<file path="src/rtl/gpio_button_in_if.sv">
// Register bus between the CPU and the button peripheral: one-cycle strobe accesses,
// registered read data and a level interrupt back to the CPU.
interface gpio_button_in_if;
  logic        sel;
  logic        we;
  logic [1:0]  addr;
  logic [31:0] wdata;
  logic [31:0] rdata;
  logic        irq;

  modport master (
    output sel,
    output we,
    output addr,
    output wdata,
    input  rdata,
    input  irq
  );

  modport slave (
    input  sel,
    input  we,
    input  addr,
    input  wdata,
    output rdata,
    output irq
  );
endinterface

</file>
<file path="src/rtl/gpio_button_in.sv">
// Eight-button input peripheral: per-bit synchronizer and debouncer, sticky rising-edge
// flags with write-1-to-clear, maskable level interrupt and a four-word register map.
module gpio_button_in #(
  parameter int unsigned DEBOUNCE_CYCLES = 8,
  parameter int unsigned CNT_WIDTH       = 8
) (
  input  logic               g_clk,
  input  logic               g_reset,
  input  logic [7:0]         g_buttons,
  gpio_button_in_if.slave    bus
);

  localparam logic [CNT_WIDTH-1:0] CntMax = CNT_WIDTH'(DEBOUNCE_CYCLES - 1);
  localparam logic [1:0] AddrState = 2'd0;
  localparam logic [1:0] AddrEdge  = 2'd1;
  localparam logic [1:0] AddrIrqEn = 2'd2;
  localparam logic [1:0] AddrRaw   = 2'd3;

  logic [7:0]           sync1_q, sync1_d;
  logic [7:0]           sync2_q, sync2_d;
  logic [CNT_WIDTH-1:0] cnt_q [8];
  logic [CNT_WIDTH-1:0] cnt_d [8];
  logic [7:0]           stable_q, stable_d;
  logic [7:0]           edge_q, edge_d;
  logic [7:0]           irq_en_q, irq_en_d;
  logic [31:0]          rdata_q, rdata_d;
  logic                 irq_q, irq_d;
  logic [7:0]           rise;

  always_comb begin
    sync1_d  = g_buttons;
    sync2_d  = sync1_q;
    stable_d = stable_q;
    rise     = '0;
    for (int i = 0; i < 8; i++) begin
      cnt_d[i] = '0;
      if (sync2_q[i] != stable_q[i]) begin
        if (cnt_q[i] == CntMax) begin
          stable_d[i] = sync2_q[i];
          rise[i]     = sync2_q[i];
        end else begin
          cnt_d[i] = cnt_q[i] + CNT_WIDTH'(1);
        end
      end
    end
  end

  always_comb begin
    edge_d   = edge_q;
    irq_en_d = irq_en_q;
    rdata_d  = rdata_q;
    if (bus.sel && bus.we) begin
      case (bus.addr)
        AddrEdge:  edge_d   = edge_q & ~bus.wdata[7:0];
        AddrIrqEn: irq_en_d = bus.wdata[7:0];
        default:   ;
      endcase
    end
    // A newly captured rising edge overrides a clear issued in the same cycle.
    edge_d = edge_d | rise;
    if (bus.sel && !bus.we) begin
      unique case (bus.addr)
        AddrState: rdata_d = {24'd0, stable_q};
        AddrEdge:  rdata_d = {24'd0, edge_q};
        AddrIrqEn: rdata_d = {24'd0, irq_en_q};
        AddrRaw:   rdata_d = {24'd0, sync2_q};
      endcase
    end
    irq_d = |(edge_q & irq_en_q);
  end

  always_ff @(posedge g_clk) begin
    if (g_reset) begin
      sync1_q  <= '0;
      sync2_q  <= '0;
      stable_q <= '0;
      edge_q   <= '0;
      irq_en_q <= '0;
      rdata_q  <= '0;
      irq_q    <= 1'b0;
      for (int i = 0; i < 8; i++) begin
        cnt_q[i] <= '0;
      end
    end else begin
      sync1_q  <= sync1_d;
      sync2_q  <= sync2_d;
      stable_q <= stable_d;
      edge_q   <= edge_d;
      irq_en_q <= irq_en_d;
      rdata_q  <= rdata_d;
      irq_q    <= irq_d;
      for (int i = 0; i < 8; i++) begin
        cnt_q[i] <= cnt_d[i];
      end
    end
  end

  assign bus.rdata = rdata_q;
  assign bus.irq   = irq_q;

endmodule

</file>
<file path="src/flat_wrapper.sv">
// flat-port wrapper written by rule: the top's interface ports become plain ports
module gpio_button_in_flat 
#(
  parameter int unsigned DEBOUNCE_CYCLES = 8,
  parameter int unsigned CNT_WIDTH       = 8
)
  (g_clk, g_reset, g_buttons, bus_sel, bus_we, bus_addr, bus_wdata, bus_rdata, bus_irq);
  gpio_button_in_if bus_i ();
  input  logic g_clk;
  input  logic g_reset;
  input  logic [7:0] g_buttons;
  input wire logic [$bits(bus_i.sel)-1:0] bus_sel;
  input wire logic [$bits(bus_i.we)-1:0] bus_we;
  input wire logic [$bits(bus_i.addr)-1:0] bus_addr;
  input wire logic [$bits(bus_i.wdata)-1:0] bus_wdata;
  output wire logic [$bits(bus_i.rdata)-1:0] bus_rdata;
  output wire logic [$bits(bus_i.irq)-1:0] bus_irq;
  assign bus_i.sel = bus_sel;
  assign bus_i.we = bus_we;
  assign bus_i.addr = bus_addr;
  assign bus_i.wdata = bus_wdata;
  assign bus_rdata = bus_i.rdata;
  assign bus_irq = bus_i.irq;
  gpio_button_in #(.DEBOUNCE_CYCLES(DEBOUNCE_CYCLES), .CNT_WIDTH(CNT_WIDTH)) u_core (.g_clk(g_clk), .g_reset(g_reset), .g_buttons(g_buttons), .bus(bus_i));
endmodule
</file>
<file path="config.mk">
export PLATFORM = sky130hd
export DESIGN_NAME = gpio_button_in_flat
export DESIGN_NICKNAME = d
export VERILOG_FILES = /design/src/rtl/gpio_button_in_if.sv /design/src/rtl/gpio_button_in.sv /design/src/flat_wrapper.sv
export SDC_FILE = /design/constraint.sdc
export NUM_CORES = 1
export LEC_CHECK = 0
export BUFFER_PORTS_ARGS = -buffer_cell sky130_fd_sc_hd__buf_2
export CORE_MARGIN = 1
export CORE_UTILIZATION = 34
export DETAILED_ROUTE_END_ITERATION = 10
export SYNTH_ARGS = -nofsm -noshare
export SYNTH_HDL_FRONTEND = slang
export SYNTH_SLANG_ARGS = --single-unit
</file>
<file path="constraint.sdc">
create_clock -name g_clk -period 2.1 [get_ports g_clk]
set_clock_uncertainty 0.1 [all_clocks]
set_input_delay 0.105 -clock g_clk [delete_from_list [all_inputs] [get_ports g_clk]]
set_output_delay 0.105 -clock g_clk [all_outputs]
set_load 0.03 [all_outputs]
</file>
# --- Word-level counts from Yosys, hierarchy flattened ---
# Memories as Yosys holds them, arrays and structs flattened.
# Cells that the tools add are included.
classes:
  eq_ne: 19
  n_bitwise: 12
  muxes: 46
  magnitude_cmp: 0
  reduce_logical: 14
  div_mod_pow: 0
  n_addsub: 8
  shifts: 0
  n_mul: 0
op_table:
  columns: ["operator", "n"]
  rows:
  - ["8-bit 2-to-1 mux", 26]
  - ["32-bit case mux with 4 select lines", 1]
  - ["8-bit by 1-bit adder with 8-bit output (second input constant)", 8]
  - ["8-bit by 3-bit == test with 1-bit output (second input constant)", 8]
  - ["1-bit 2-to-1 mux", 19]
  - ["2-bit AND reduction", 9]
  - ["8-bit bitwise AND", 2]
  - ["1-bit != test", 8]
  - ["8-bit inverter", 1]
  - ["1-bit bitwise OR", 8]
  - ["8-bit bitwise OR", 1]
  - ["8-bit OR reduction", 1]
  - ["2-bit == test (second input constant)", 2]
  - ["2-bit by 1-bit == test with 1-bit output (second input constant)", 1]
  - ["1-bit logical AND", 2]
  - ["2-bit zero test", 1]
  - ["1-bit zero test", 1]
word_totals:
  out_inout_bits: 33
  elab_cells: 114
  n_memories: 1
  latchBits: 0
  romBits: 0
  ff_bits: 73
  ram_bits: 64
mem_list:
  columns: ["memory", "depth", "word_bits", "rd", "rd_ports_with_merged_regs", "wr", "line_no", "source"]
  rows:
  - ["u_core.cnt_q", 8, 8, 8, 0, 8, "gpio_button_in.sv:21", "logic [CNT_WIDTH-1:0] cnt_q [8];"]

# --- Depth between registers and ports, before layout ---
# Gate-level depths: netlist of the first run.
logic_depth:
  word_depth: 5
  mapped_depth: 5
  mapped_depth_nobuf: 4

# --- Least setup slack after synthesis of the first run ---
# No wires, ideal clock.
synth_path:
  path_kind: "reg-to-reg"
  startpoint: "memory u_core.cnt_q[1][0], in the netlist u_core.cnt_q[0][8]"
  endpoint: "register u_core.stable_q[1]"
  arrival_time_ns: 1.689
  stages_incl_launch_ff: 5
  setup_time_ns: 0.072
  synth_period_minus_slack_ns: 1.860
  setup_slack_ns: 0.240
  n_path_buf: 0
  cell_sequence: "dfxtp_1 > ha_1 > or4b_4 > nor4b_4 > mux2i_1"
synth_rtl:
  columns: ["element", "line_no", "source"]
  rows:
  - ["from (decl)", "gpio_button_in.sv:21", null]
  - ["to (signal assigned)", "gpio_button_in.sv:87", "stable_q <= stable_d;"]
  - ["to (decl)", "gpio_button_in.sv:23", "logic [7:0] stable_q, stable_d;"]

==> impl_metrics.ini, run 1 <==
[timing]
hold_viol = 0
period_minus_slack_ns = 1.94
relSlewSlack_pct = 60.2
fin_crit_sh_pct = 92.2
finalSetupViolCount = 0
finalSetupTns_ns = 0
rsz0062_at_grt = no
drv_slew = 0
worstMarginPinSlew_ns = 0.596
fmaxAchievable_mhz = 516

[clock_tree]
clk_pin_slew_ns = 0.05
cts_tree = done
clock-sinks = 113
h-tree-depth = 4
cts_root_buffer = clkbuf_16
cts_setup_buffers = 0
postCtsHoldBufs = 20
worst_skew_pair.late_latency_ns = 0.41
cts_buffers = 17
cts_resized = 0
clockBufferDepth = 2

[placement]
portBuffers = 30
dpl.hpwl_mm = 6.83
routabilityCongestion = 0.772
placed_area_mm2 = 0.00528
placed_cells = 732

[worst_setup_path]
worst-path-buf-inv = 1
cp.arrival_ns = 2.18
critPathMaxFanout = 8
cp-start-kind = flip-flop
crit_chain = ha_1 > or4b_4 > nor4b_4 > buf_4 > mux2i_1
cp.required_ns = 2.34
path_class = flip-flop to flip-flop
crit_family = simple AND/OR/NAND/NOR gates
crit_path_max_incr_delay_ns = 0.50
end_kind = flip-flop
slowest_stage = or4b_4

[routing]
wl_met3_um = 485
routedWlPerCell_um = 12.2
drt-met1-wl_mm = 4.55
drc = 0
met2_wirelength_mm = 4.38
viasPerCell = 4.95
ant_nets = 0
top_layer = met4
first_pass_iters = 4
wl_mm = 9.58
vias = 3879
dr.first_iter.drc_count = 157

[flow_run]
max_cap_violations = 0

[layout]
syn_to_final_growth_pct = 20.7
multiInputGateArea_mm2 = 0.00255
fin_area_mm2 = 0.00608
drive_above_1_share_pct = 16.0
antennaDiodeCount = 0
nFillCells = 1399
ff_latch_area_mm2 = 0.00226
final_cells = 784
nets = 641

[floorplan]
dieHeight_um = 124
dieArea_mm2 = 0.0153
num_rows = 44
start_util_pct = 34.8
die_x_um = 124
core-area_mm2 = 0.0145
io_pins = 79

[hold_path]
holdCritPathClass = input port to flip-flop

[global_route]
grt_pass1_vias = 3527
grt_pass1_wl_mm = 16.0
track_usage_pct = 13.6
grt_overflow = 0
antenna_found_initial = 0
grt_max_degree = 39

[yosys]
yosys_warnings = 0
syn_inst = 538
ys_types = 42
ys_ff_latch = 113
syn_area_mm2 = 0.00503
syn_area_per_cell_um2 = 9.36
ys_seq_area_share_pct = 44.9

[run_status]
status = complete, no violations

[power]
power_mw = 5.31
peakVddDrop_uv = 583
p_leak_nw = 2.15
powerDensity_mw_per_mm2 = 873
==> flip-flops by register name (all words and copies together) (netlist names) <==
register,cells
u_core.cnt_q,64
u_core.bus.rdata,8
u_core.edge_q,8
u_core.irq_en_q,8
u_core.stable_q,8
u_core.sync1_q,8
u_core.sync2_q,8
u_core.bus.irq,1
==> worst paths after layout <==
| check | start | end | slack (ns) | cells past startpoint |
|---|---|---|---|---|
| min | bus_we | u_core.bus.rdata[3] | 0.03 | 4 |
| max | u_core.cnt_q[0][8] | u_core.stable_q[1] | 0.16 | 5 |
| min reg2reg | u_core.sync1_q[7] | u_core.sync2_q[7] | 0.34 | 1 |
| max reg2reg | u_core.cnt_q[0][8] | u_core.stable_q[1] | 0.16 | 5 |
==> cells in the mapped netlist <==
| master | count | area [µm²] |
|---|---|---|
| nor2_1 | 23 | 86.3 |
| or2b_2 | 2 | 17.5 |
| or2b_1 | 1 | 7.51 |
| buf_2 | 2 | 10.0 |
| clkbuf_8 | 1 | 13.8 |
| a41oi_1 | 1 | 8.76 |
| nand4b_1 | 1 | 8.76 |
| nand3_1 | 29 | 145 |
| nor4bb_1 | 4 | 40.0 |
| nor4b_4 | 2 | 47.6 |
| nor3_1 | 20 | 100 |
| ha_1 | 8 | 100 |
| o41ai_1 | 2 | 17.5 |
| nand2_1 | 48 | 180 |
| and2_1 | 4 | 25.0 |
| mux2i_1 | 2 | 20.0 |
| nor4_2 | 2 | 25.0 |
| nand2b_1 | 16 | 100 |
| xnor2_1 | 8 | 70.1 |
| dfxtp_1 | 113 | 2260 |
| and4b_1 | 4 | 40.0 |
| conb_1 | 1 | 3.75 |
| o21ai_0 | 26 | 130 |
| mux4_2 | 8 | 180 |
| xor2_1 | 21 | 184 |
| nor2b_1 | 19 | 119 |
| a21bo_2 | 5 | 50.1 |
| a211oi_1 | 23 | 173 |
| or4b_1 | 2 | 20.0 |
| a31o_2 | 7 | 61.3 |
| nor3b_1 | 8 | 60.1 |
| a21oi_1 | 33 | 165 |
| or4b_4 | 2 | 27.5 |
| a22oi_1 | 4 | 30.0 |
| buf_4 | 24 | 180 |
| inv_1 | 4 | 15.0 |
| clkbuf_1 | 22 | 82.6 |
| o21bai_1 | 1 | 7.51 |
| or3_1 | 24 | 150 |
| nand4_1 | 8 | 50.1 |
| or3_2 | 2 | 15.0 |
| buf_1 | 1 | 3.75 |
==> layout by cell type (no fill, tap or decap), types with 16 or more instances in the layout <==
cell / instances
dfxtp_1: 113
nand2_1: 48
a21oi_1: 33
buf_2: 30
nand3_1: 29
o21ai_0: 26
or3_1: 24
conb_1: 24
nor2_1: 23
a211oi_1: 23
xor2_1: 21
nor3_1: 20
dlygate4sd3_1: 20
nor2b_1: 19
clkbuf_16: 17
nand2b_1: 16
==> area by class of cell <==
cell class,count,area share (%)
Clock inverter,12,2.72
Multi-Input combinational cell,394,42.0
Clock buffer,20,7.19
Inverter,4,0.247
Tap cell,184,3.79
Timing Repair Buffer,57,6.84
Sequential cell,113,37.2
==> layer usage <==
layer / GRT usage, % / vias up
li1: - / 1977
met1: 16.3 / 1810
met2: 21.8 / 77
met3: 4.58 / 15
met4: 6.70 / 0
met5: 0 / -
==> where the power goes <==
group | leakage [nW] | internal (mW) | switching [mW]
registers | 0.914 | 2.17 | 0.0170
clock network | 0.293 | 1.97 | 0.944
logic | 0.944 | 0.0786 | 0.131
total | 2.15 | 4.22 | 1.09
==> stage by stage <==
| step | setup slack (ns) | utilization [%] | hold WS (ns) |
|---|---|---|---|
| 3_3_place_gp | 0.219 | 36.4 | 0.215 |
| 4_1_cts | 0.154 | 42.0 | 0.00933 |
| 6_report | 0.163 | 42.0 | 0.0313 |
| 5_1_grt | 0.0480 | 42.0 | 0.0587 |
| 3_5_place_dp | 0.173 | 36.4 | 0.218 |
| 2_1_floorplan | 0.240 | - | 0.133 |
==> cell families after synthesis <==
family	share of synthesized area, %
flops	44.9
compound gates	12.8
mux	3.98
xor+xnor	5.05
fa+ha+maj	1.99
simple gates	25.1
buf+inv	6.06
other cells	0.0745
==> tightest hold or removal path, cell delays in order <==
cell and delay [ns]:
buf_2 0.13, nor2b_1 0.12, nand2_1 0.08, a21oi_1 0.05
No activity file was read; power rests on OpenSTA's default activity.
==> inputs of run 2 (changes only) <==
--- a/config.mk
+++ b/config.mk
@@ -6,9 +6,12 @@
 export NUM_CORES = 1
 export LEC_CHECK = 0
 export BUFFER_PORTS_ARGS = -buffer_cell sky130_fd_sc_hd__buf_2
+export CELL_PAD_IN_SITES_DETAIL_PLACEMENT = 1
+export CELL_PAD_IN_SITES_GLOBAL_PLACEMENT = 1
 export CORE_MARGIN = 1
-export CORE_UTILIZATION = 34
+export CORE_UTILIZATION = 40
 export DETAILED_ROUTE_END_ITERATION = 10
+export PLACE_DENSITY_LB_ADDON = 0.1
 export SYNTH_ARGS = -nofsm -noshare
 export SYNTH_HDL_FRONTEND = slang
 export SYNTH_SLANG_ARGS = --single-unit
==> impl_metrics.ini, run 2 (synthesized netlist as in run 1, its figures left out) <==
[clock_tree]
h-tree-depth = 4
cts_tree = done
clk_pin_slew_ns = 0.05
cts_buffers = 17
clockBufferDepth = 2
postCtsHoldBufs = 16
worst_skew_pair.late_latency_ns = 0.41
cts_root_buffer = clkbuf_16
cts_resized = 0
cts_setup_buffers = 0
clock-sinks = 113

[placement]
dpl_worst_slack_ns = 0.108
routabilityCongestion = 0.773
placed_area_mm2 = 0.00526
portBuffers = 30
dpl.hpwl_mm = 7.65

[timing]
fin_crit_sh_pct = 93.5
hold_viol = 0
worstMarginPinSlew_ns = 0.650
finalSetupViolCount = 0
fmaxAchievable_mhz = 509
setup_slack_ns = 0.136
relSlewSlack_pct = 56.6
period_minus_slack_ns = 1.96
finalSetupTns_ns = 0
drv_slew = 0
rsz0062_at_grt = no

[power]
power_mw = 5.03
peakVddDrop_uv = 536
powerDensity_mw_per_mm2 = 841
p_leak_nw = 2.12

[worst_setup_path]
path_class = flip-flop to flip-flop
crit_chain = ha_1 > or4b_4 > nor4b_4 > buf_4 > mux2i_1
crit_path_max_incr_delay_ns = 0.51
critPathMaxFanout = 8
end_kind = flip-flop
r2r_cells = 5
cp-start-kind = flip-flop
slowest_stage = or4b_4
cp.required_ns = 2.34
cp.arrival_ns = 2.20

[routing]
vias = 3939
ant_nets = 0
first_pass_iters = 4
dr.first_iter.drc_count = 174
routedWlPerCell_um = 14.4
wl_mm = 11.0
viasPerCell = 5.16
drc = 0

[layout]
antennaDiodeCount = 0
layout_commonest_cell = dfxtp_1
drive_above_1_share_pct = 16.3
ff_latch_area_mm2 = 0.00226
top_register = u_core.cnt_q
syn_to_final_growth_pct = 18.7
fin_area_mm2 = 0.00598
multiInputGateArea_mm2 = 0.00255
final_cell_mix = dfxtp_1 (113), nand2_1 (48), a21oi_1 (33)
nFillCells = 1377
nets = 638
largest_reg_flops = 64

[global_route]
track_usage_pct = 18.6
grt_overflow = 0
grt_pass1_wl_mm = 18.9
grt_pass1_vias = 3920
grt_max_degree = 46
antenna_found_initial = 0

[run_status]
status = complete, no violations

[hold_path]
hold_depth = 3
holdCritPathClass = input port to flip-flop

[floorplan]
die_x_um = 114
io_pins = 79
dieArea_mm2 = 0.0130
dieHeight_um = 114
start_util_pct = 41.4
core-area_mm2 = 0.0122
num_rows = 40

[flow_run]
max_cap_violations = 0
run 2: cell count changes in the layout (fill, tap and decap cells not counted), sizes merged:
cell	before	now
clkinvlp	2	0
buf	37	38
dlygate4sd3	20	16
clkbuf	20	26
bufinv	4	0
clkinv	6	5
run 2: area by class of cell:
class	instances	share of cell area, %
Multi-Input combinational cell	394	42.7
Sequential cell	113	37.8
Clock buffer	26	8.85
Timing Repair Buffer	54	6.41
Tap cell	168	3.52
Clock inverter	5	0.419
Inverter	4	0.251
run 2: path summary, 6_finish.rpt:
kind                      startpoint            endpoint  slack (ns)
setup / recovery  u_core.cnt_q[0][8]  u_core.stable_q[1]        0.14
hold reg to reg    u_core.sync1_q[0]   u_core.sync2_q[0]        0.34
hold / removal               g_reset  u_core.irq_en_q[5]        0.03
setup reg to reg  u_core.cnt_q[0][8]  u_core.stable_q[1]        0.14
run 2: report_power, final:
part	switching, mW	total (mW)	internal, mW
registers	0.0176	2.19	2.17
clock network	0.926	2.63	1.71
logic	0.133	0.208	0.0742
run 2: stage by stage:
step / util [%] / instances / hold slack, ns
floorplan: - / 561 / 0.133
finish: 49.1 / 764 / 0.0320
global placement: 43.3 / 717 / 0.215
CTS: 49.1 / 764 / 0.0104
global route: 49.1 / 764 / 0.0446
detailed placement: 43.3 / 717 / 0.222
run 2: worst max-delay path, delay by kind of cell, from the launching register on:
| family | cells | cell delay [ns] |
|---|---|---|
| AND/OR/NAND/NOR | 2 | 0.78 |
| flip-flops | 1 | 0.40 |
| buffers and inverters | 1 | 0.20 |
| adder cells (fa/ha/maj) | 1 | 0.25 |
| multiplexers | 1 | 0.17 |
run 2: per-layer routing:
layer,global-route usage (%),part of all wire [%],up-vias
li1,-,-,1964
met1,22.8,46,1897
met3,5.40,4.5,5
met5,0,0,-
met2,30.8,49,73
met4,7.45,0.64,0
==> inputs of run 3 (changes only) <==
--- a/config.mk
+++ b/config.mk
@@ -9,9 +9,10 @@
 export CELL_PAD_IN_SITES_DETAIL_PLACEMENT = 1
 export CELL_PAD_IN_SITES_GLOBAL_PLACEMENT = 1
 export CORE_MARGIN = 1
-export CORE_UTILIZATION = 40
+export CORE_UTILIZATION = 39
 export DETAILED_ROUTE_END_ITERATION = 10
 export PLACE_DENSITY_LB_ADDON = 0.1
+export REMOVE_ABC_BUFFERS = 1
 export SYNTH_ARGS = -nofsm -noshare
 export SYNTH_HDL_FRONTEND = slang
 export SYNTH_SLANG_ARGS = --single-unit
==> constraint.sdc (replaced) <==
create_clock -name g_clk -period 1.6 [get_ports g_clk]
set_clock_uncertainty 0.1 [all_clocks]
set_input_delay 0.08 -clock g_clk [delete_from_list [all_inputs] [get_ports g_clk]]
set_output_delay 0.08 -clock g_clk [all_outputs]
set_load 0.03 [all_outputs]
==> impl_metrics.ini, run 3 (synthesized netlist as in run 1, its figures left out) <==
[timing]
fin_crit_sh_pct = 111
finalSetupViolCount = 16
period_minus_slack_ns = 1.78
setup_slack_ns = -0.182
drv_slew = 0
fmaxAchievable_mhz = 561
rsz0062_at_grt = yes
hold_viol = 0
finalSetupTns_ns = -1.80

[worst_setup_path]
cp.arrival_ns = 1.97
path_class = flip-flop to flip-flop
crit_chain = ha_4 > or4b_4 > nor4b_4 > buf_4 > buf_6 > nor3b_2
slowest_stage = or4b_4
crit_path_max_incr_delay_ns = 0.47
crit_path_start = u_core.cnt_q[0][8]
end_kind = flip-flop
critPathMaxFanout = 5
cp-start-kind = flip-flop
cp.required_ns = 1.78
r2r-start = u_core.cnt_q[0][8]

[floorplan]
dieArea_mm2 = 0.0134
die_x_um = 116
start_util_pct = 39.9
num_rows = 41
core-area_mm2 = 0.0126
io_pins = 79
dieHeight_um = 116

[layout]
syn_to_final_growth_pct = 26.2
nets = 665
antennaDiodeCount = 0
final_cell_mix = dfxtp_1 (109), nand2_1 (46), a21oi_1 (33)
final_cells = 794
largest_reg_flops = 64
top_register = u_core.cnt_q
nFillCells = 1462
layout_commonest_cell = dfxtp_1
drive_above_1_share_pct = 23.8

[power]
p_leak_nw = 2.28
powerDensity_mw_per_mm2 = 1070
peakVddDrop_uv = 677

[global_route]
grt_pass1_vias = 4089
antenna_found_initial = 0
track_usage_pct = 19.0
grt_pass1_wl_mm = 19.3
grt_max_degree = 67
grt_overflow = 0

[routing]
ant_nets = 0
dr.first_iter.drc_count = 164
drc = 0
first_pass_iters = 4
vias = 4041
wl_mm = 11.9
routedWlPerCell_um = 14.9
viasPerCell = 5.09

[clock_tree]
cts_tree = done
clock-sinks = 113
cts_buffers = 17
clk_pin_slew_ns = 0.05
clockBufferDepth = 2
worst_skew_pair.late_latency_ns = 0.42
cts_root_buffer = clkbuf_16
h-tree-depth = 4

[placement]
routabilityCongestion = 0.768
portBuffers = 30
dpl.hpwl_mm = 7.88
placed_cells = 743

[hold_path]
holdCritPathClass = input port to flip-flop
hold_path_startpoint = g_reset

[flow_run]
max_cap_violations = 0

[run_status]
status = finished with violations
violations = negative setup slack
run 3: worst max-delay path: cells and delay by family, from the launching register on:
family                     cells  cell delay, ns
adders and majority gates      1            0.14
buffers and inverters          2            0.28
and+or+nand+nor                3            0.77
DFF                            1            0.36
run 3: cell type report:
cell class	instances	area [µm²]	share of cell area [%]
multi-input combinational	394	2690	42.3
timing repair buffer	81	596	9.38
inverter	4	15.0	0.236
tap	172	215	3.39
clock buffer	24	492	7.74
clock inverter	6	80.1	1.26
sequential	113	2270	35.7
run 3: per-layer routing:
metal	up-vias	track usage, %	share of wire [%]
li1	2016	-	-
met1	1953	22.3	46
met2	56	32.0	49
met3	16	5.28	2.9
met4	0	9.35	1.9
met5	-	0	0
run 3: power by group:
| group | internal (mW) | switching (mW) | total [mW] | leakage (nW) |
|---|---|---|---|---|
| Sequential | 2.85 | 0.0214 | 2.87 | 0.916 |
| Combinational | 0.105 | 0.183 | 0.288 | 1.07 |
| Clock | 2.42 | 1.23 | 3.65 | 0.286 |
run 3: worst paths after layout:
| check | to | slack (ns) | cells past startpoint |
|---|---|---|---|
| setup reg to reg | u_core.cnt_q[0][9] | -0.18 | 6 |
| setup / recovery | u_core.cnt_q[0][9] | -0.18 | 6 |
| hold reg to reg | u_core.sync2_q[6] | 0.34 | 1 |
| hold / removal | u_core.sync1_q[5] | 0.02 | 3 |
run 3: per-stage QoR:
step	hold slack (ns)	setup slack, ns	cell area [µm²]	power, mW	util (%)
2_1_floorplan	0.0491	-0.260	4830	3.07	-
3_3_place_gp	0.191	-0.127	5430	3.17	43.0
3_5_place_dp	0.199	-0.191	5430	3.18	43.0
4_1_cts	0.0144	-0.164	6240	6.92	49.5
5_1_grt	0.0443	-0.247	6350	7.05	50.3
6_report	0.0184	-0.182	6350	6.81	50.3
run 3: timing repair:
action | 4_1_cts | 5_1_grt
pin swaps | 7 | 1
setup endpoints to repair | 26 | 43
hold buffers | 17 | 0
setup buffers | 1 | 3
endpoints found under the hold margin | 27 | 0
resized for setup | 18 | 16
